===== src/rtl/irq_ctrl_if.sv =====
// Trap handshake between the interrupt controller and the pipeline's trap logic.
// The controller raises a request with its mcause value; the pipeline answers
// with a single-cycle ack on trap entry and a single-cycle mret on return.
interface irq_ctrl_if;
    logic        irq_req;
    logic [31:0] irq_cause;
    logic        in_handler;
    logic        irq_ack;
    logic        mret;

    // Controller side
    modport master (
        output irq_req,
        output irq_cause,
        output in_handler,
        input  irq_ack,
        input  mret
    );

    // Pipeline side
    modport slave (
        input  irq_req,
        input  irq_cause,
        input  in_handler,
        output irq_ack,
        output mret
    );
endinterface


===== src/rtl/irq_ctrl.sv =====
// Machine-mode interrupt controller: samples the external, timer and software
// interrupt lines into mip, masks them with mie and mstatus.MIE, picks the
// highest-priority source (MEI > MSI > MTI) and runs a request / ack / mret
// handshake with the pipeline.
module irq_ctrl #(
    parameter int SYNC_STAGES = 2
) (
    input  logic              clk,
    input  logic              rst,
    input  logic              ext_irq,
    input  logic              timer_irq,
    input  logic              sw_irq,
    input  logic [31:0]       mie,
    input  logic              mstatus_mie,
    irq_ctrl_if.master        trap,
    output logic [31:0]       mip
);

    localparam logic [31:0] CAUSE_MEI = 32'h8000_000B;
    localparam logic [31:0] CAUSE_MSI = 32'h8000_0003;
    localparam logic [31:0] CAUSE_MTI = 32'h8000_0007;

    typedef enum logic [1:0] {
        IDLE    = 2'd0,
        REQ     = 2'd1,
        HANDLER = 2'd2
    } state_t;

    logic [SYNC_STAGES-1:0] ext_sync_reg;
    logic                   mtip_reg;
    logic                   msip_reg;
    logic                   meip;

    state_t                 state_reg, state_next;
    logic [31:0]            cause_reg, cause_next;

    logic                   ep_mei, ep_msi, ep_mti, ep_any;

    // ext_irq is asynchronous: pass it through a flop chain before use
    always_ff @(posedge clk) begin
        if (rst) begin
            ext_sync_reg <= '0;
        end else begin
            ext_sync_reg <= {ext_sync_reg[SYNC_STAGES-2:0], ext_irq};
        end
    end

    // Timer and software lines are already synchronous; one register each
    always_ff @(posedge clk) begin
        if (rst) begin
            mtip_reg <= 1'b0;
            msip_reg <= 1'b0;
        end else begin
            mtip_reg <= timer_irq;
            msip_reg <= sw_irq;
        end
    end

    assign meip = ext_sync_reg[SYNC_STAGES-1];
    assign mip  = {20'b0, meip, 3'b0, mtip_reg, 3'b0, msip_reg, 3'b0};

    // Only the three machine-level bits of mie participate
    assign ep_mei = meip     & mie[11] & mstatus_mie;
    assign ep_mti = mtip_reg & mie[7]  & mstatus_mie;
    assign ep_msi = msip_reg & mie[3]  & mstatus_mie;
    assign ep_any = ep_mei | ep_msi | ep_mti;

    // State and latched cause registers
    always_ff @(posedge clk) begin
        if (rst) begin
            state_reg <= IDLE;
            cause_reg <= '0;
        end else begin
            state_reg <= state_next;
            cause_reg <= cause_next;
        end
    end

    // Next-state logic; the cause is frozen once a request is raised
    always_comb begin
        state_next = state_reg;
        cause_next = cause_reg;
        case (state_reg)
            IDLE: begin
                if (ep_any) begin
                    state_next = REQ;
                    if (ep_mei) begin
                        cause_next = CAUSE_MEI;
                    end else if (ep_msi) begin
                        cause_next = CAUSE_MSI;
                    end else begin
                        cause_next = CAUSE_MTI;
                    end
                end
            end
            REQ: begin
                // Ack takes precedence over a simultaneous withdraw
                if (trap.irq_ack) begin
                    state_next = HANDLER;
                end else if (!ep_any) begin
                    state_next = IDLE;
                end
            end
            HANDLER: begin
                if (trap.mret) begin
                    state_next = IDLE;
                end
            end
            default: begin
                state_next = IDLE;
            end
        endcase
    end

    assign trap.irq_req    = (state_reg == REQ);
    assign trap.in_handler = (state_reg == HANDLER);
    assign trap.irq_cause  = cause_reg;

endmodule


===== src/flat_wrapper.sv =====
// flat-port wrapper written by rule: the top's interface ports become plain ports
module irq_ctrl_flat 
#(
    parameter int SYNC_STAGES = 2
)
  (clk, rst, ext_irq, timer_irq, sw_irq, mie, mstatus_mie, mip, trap_irq_req, trap_irq_cause, trap_in_handler, trap_irq_ack, trap_mret);
  irq_ctrl_if trap_i ();
  input  logic clk;
  input  logic rst;
  input  logic ext_irq;
  input  logic timer_irq;
  input  logic sw_irq;
  input  logic [31:0] mie;
  input  logic mstatus_mie;
  output logic [31:0] mip;
  output wire logic [$bits(trap_i.irq_req)-1:0] trap_irq_req;
  output wire logic [$bits(trap_i.irq_cause)-1:0] trap_irq_cause;
  output wire logic [$bits(trap_i.in_handler)-1:0] trap_in_handler;
  input wire logic [$bits(trap_i.irq_ack)-1:0] trap_irq_ack;
  input wire logic [$bits(trap_i.mret)-1:0] trap_mret;
  assign trap_irq_req = trap_i.irq_req;
  assign trap_irq_cause = trap_i.irq_cause;
  assign trap_in_handler = trap_i.in_handler;
  assign trap_i.irq_ack = trap_irq_ack;
  assign trap_i.mret = trap_mret;
  irq_ctrl #(.SYNC_STAGES(SYNC_STAGES)) u_core (.clk(clk), .rst(rst), .ext_irq(ext_irq), .timer_irq(timer_irq), .sw_irq(sw_irq), .mie(mie), .mstatus_mie(mstatus_mie), .trap(trap_i), .mip(mip));
endmodule

===== config.mk =====
export PLATFORM = sky130hd
export DESIGN_NAME = irq_ctrl_flat
export DESIGN_NICKNAME = d
export VERILOG_FILES = /design/src/rtl/irq_ctrl_if.sv /design/src/rtl/irq_ctrl.sv /design/src/flat_wrapper.sv
export SDC_FILE = /design/constraint.sdc
export NUM_CORES = 1
export LEC_CHECK = 0
export ABC_AREA = 1
export ABC_CLOCK_PERIOD_IN_PS = 2480
export BUFFER_PORTS_ARGS = -buffer_cell sky130_fd_sc_hd__buf_2
export CORE_UTILIZATION = 25
export CTS_CLUSTER_DIAMETER = 80
export CTS_CLUSTER_SIZE = 30
export DETAILED_ROUTE_END_ITERATION = 8
export GPL_ROUTABILITY_DRIVEN = 0
export PLACE_DENSITY = 0.61
export SYNTH_ARGS = -nofsm -noshare
export SYNTH_HDL_FRONTEND = slang
export SYNTH_SLANG_ARGS = --single-unit

===== constraint.sdc =====
create_clock -name clk -period 2.48 [get_ports clk]
set_input_delay 0.248 -clock clk [delete_from_list [all_inputs] [get_ports clk]]
set_output_delay 0.248 -clock clk [all_outputs]
set_load 0.1 [all_outputs]

==> flow_metrics.py <==
metrics = {
    "clocking": {
        "root_buffer": "clkbuf_4",
        "cts_hold_buf": 0,
        "cts_tree": "yes",
        "post_cts_resized": 0,
        "cts.sinks": 9,
        "cts-buffers-inserted": 3,
        "cts_buffer_depth": 2,
        "path_clk_slew_ps": 60,
        "clk_latency_ps": 260,
        "htreeDepth": 1,
        "postCtsSetupBuffers": 0,
    },
    "pwr": {
        "vdd_drop_max_uv": 220,
        "power_leakage_nw": 0.479,
        "powerDensity_nw_per_um2": 966,
    },
    "synthesis": {
        "synth-compound-area-share": 0.0279,
        "yosys_warnings": 0,
        "ys_top_cells_by_area": "buf_4, dfxtp_1, inv_1",
        "ys_seq_area_frac": 0.211,
        "syn_avg_cell_area_um2": 7.68,
        "synth_area_um2": 852,
        "synth_top_family_by_area": "buffers and inverters",
        "synth-simple-area-share": 0.153,
        "synthAdderAreaFrac": 0,
        "muxShareOfSynthArea": 0,
        "synth.ff_latch_count": 9,
        "synth_top_area_share": 0.537,
        "synth_xor_area_frac": 0,
        "synthCells": 111,
        "ys_types": 18,
        "synth_top_area_cell": "buf_4",
    },
    "placement": {
        "dp_slack_ps": 1210,
        "port_buffers": 20,
        "dp_hpwl_um": 890,
        "dp.cells": 168,
    },
    "cells_and_area": {
        "area_delta_synth_final_pct": -9.54,
        "fillers": 379,
        "drive_above_1_share": 0.258,
        "instances_no_fill": 172,
        "diodes": 0,
        "fin_nets": 169,
        "largest_reg_flops": 3,
    },
    "timing": {
        "finalClockSkew_ps": 5.02,
        "max_freq_mhz": 647,
        "finalCritPeriodShare": 0.624,
        "fin_ws_ps": 933,
        "fin_tns_setup_ps": 0,
        "final_hold_viol_count": 0,
        "report.final.slew_viol_count": 0,
        "rsz0062_at_grt": "no",
        "holdWs_ps": 188,
        "min_period_ps": 1550,
        "final-setup-viol-count": 0,
    },
    "die": {
        "die-height_um": 60.4,
        "die_w_um": 60.4,
        "start_util": 0.270,
        "die_area_um2": 3650,
        "coreArea_um2": 3150,
        "fp-row-count": 20,
        "ios": 106,
    },
    "global_routing": {
        "grt_max_degree": 9,
        "grt-ovfl-total": 0,
        "grt_pass1_vias": 294,
        "grt_usage": 0.0556,
        "grt_pass1_wl_um": 1340,
        "antenna_found_initial": 0,
    },
    "hold_path": {
        "hold_path_depth": 3,
        "min_to": "u_core.ext_sync_reg[0]$_SDFF_PP0_",
        "hold_class": "input port to flop",
        "hold_start": "ext_irq",
    },
    "worst_setup_path": {
        "crit_path_max_fanout": 4,
        "crit_buf_inv": 2,
        "worstReg2RegEnd": "u_core.state_reg[0]$_SDFFE_PP0P_",
        "cp_top_family": "buffers and inverters",
        "crit_arrival_ps": 1300,
        "crit_chain": "inv_1, nor2_2, buf_2",
        "ff2ff_path_depth": 4,
        "crit_slowest_cell": "dfxtp_1",
        "crit_required_ps": 2230,
        "rrSetupSlack_ps": 1610,
        "r2r-start": "u_core.state_reg[0]$_SDFFE_PP0P_",
        "slowest_delay_ps": 430,
        "critPathLaunchType": "flop",
        "cp-end-kind": "output port",
        "criticalPathCategory": "flop to output port",
    },
    "drt": {
        "drcViolationCount": 0,
        "dr.pass1.iters": 3,
        "drt_iter0_drc": 10,
        "vias_per_cell": 2.84,
        "drtAntennaViolNets": 0,
        "post_drt_wl_per_cell_um": 6.08,
        "via_count": 489,
        "wirelength_um": 1050,
    },
    "status": {
        "status": "finished, final reports clean",
    },
    "run": {
        "cap_violations": 0,
    },
}
[cells in the final DEF (no fill, tap or decap)]
cell,synthesis,routed
nor2_4,1,1
a21oi_1,2,2
clkbuf_4,0,3
dfxtp_1,9,9
nor3_1,1,1
nand2_2,1,1
nor2_2,2,2
o21ai_0,1,1
inv_1,11,11
buf_2,0,20
inv_2,1,1
a21oi_2,1,1
nor2_1,7,7
clkbuf_1,0,1
nand3_2,3,3
nand2_4,1,1
nand3_1,1,1
nand2_1,6,6
conb_1,1,56
[report_power, final]
part	leakage [nW]	switching (W)	total [W]	internal (W)
Combinational	0.390	0.000454	0.000474	0.0000194
Sequential	0.0740	0.00000460	0.000157	0.000152
Clock	0.0150	0.0000521	0.000114	0.0000621
Total	0.479	0.000511	0.000745	0.000234
[metrics by stage]
| step | cell area (um^2) | util | power, W |
|---|---|---|---|
| 2_1_floorplan | 1060 | - | 0.000690 |
| 3_3_place_gp | 744 | 0.236 | 0.000632 |
| 3_5_place_dp | 744 | 0.236 | 0.000633 |
| 4_1_cts | 771 | 0.244 | 0.000750 |
| 5_1_grt | 771 | 0.244 | 0.000774 |
| 6_report | 771 | 0.244 | 0.000745 |
[tightest hold or removal path, delay by kind of cell]
kind / cells / cell delay [ps]
buf+inv: 2 / 100
simple gates: 1 / 60
[synthesized netlist by cell type]
master,count
buf_6,1
a21oi_1,2
nor2_4,1
nand2_1,6
a21oi_2,1
dfxtp_1,9
o21ai_0,1
nor2_1,7
nand2_4,1
nor2_2,2
inv_2,1
buf_4,61
nor3_1,1
nand3_2,3
nand2_2,1
conb_1,1
nand3_1,1
inv_1,11
[layer usage]
layer	GRT usage	vias up	part of all wire
li1	-	245	-
met1	0.0634	195	0.36
met2	0.0722	44	0.46
met3	0.0448	5	0.16
met4	0.0299	0	0.016
met5	0	-	0
[kinds of logic after synthesis]
logic type / count (synthesis)
buffers and inverters: 74
other: 1
AND/OR/NAND/NOR: 23
flip-flops: 9
AO/OA/AOI/OAI: 4
[how the worst max path moves through the flow]
stage                                               start                 to  slack, ps  cells after the start
floorplan           u_core.trap.irq_cause[1]$_SDFFE_PP0P_  trap_irq_cause[1]        840                      1
global placement         u_core.state_reg[1]$_SDFFE_PP0P_    trap_in_handler       1220                      3
detailed placement       u_core.state_reg[1]$_SDFFE_PP0P_    trap_in_handler       1210                      3
CTS                      u_core.state_reg[1]$_SDFFE_PP0P_    trap_in_handler        920                      3
global route             u_core.state_reg[1]$_SDFFE_PP0P_    trap_in_handler        860                      3
finish                   u_core.state_reg[1]$_SDFFE_PP0P_    trap_in_handler        930                      3
[cell type report]
class,instances,area (um^2),area share
clock buffer,4,26.3,0.0341
inverter,12,45.0,0.0584
multi-input combinational,83,364,0.472
sequential,9,180,0.234
tap,44,55.1,0.0714
timing repair buffer,20,100,0.130
No activity file was read; power rests on OpenSTA's default activity.
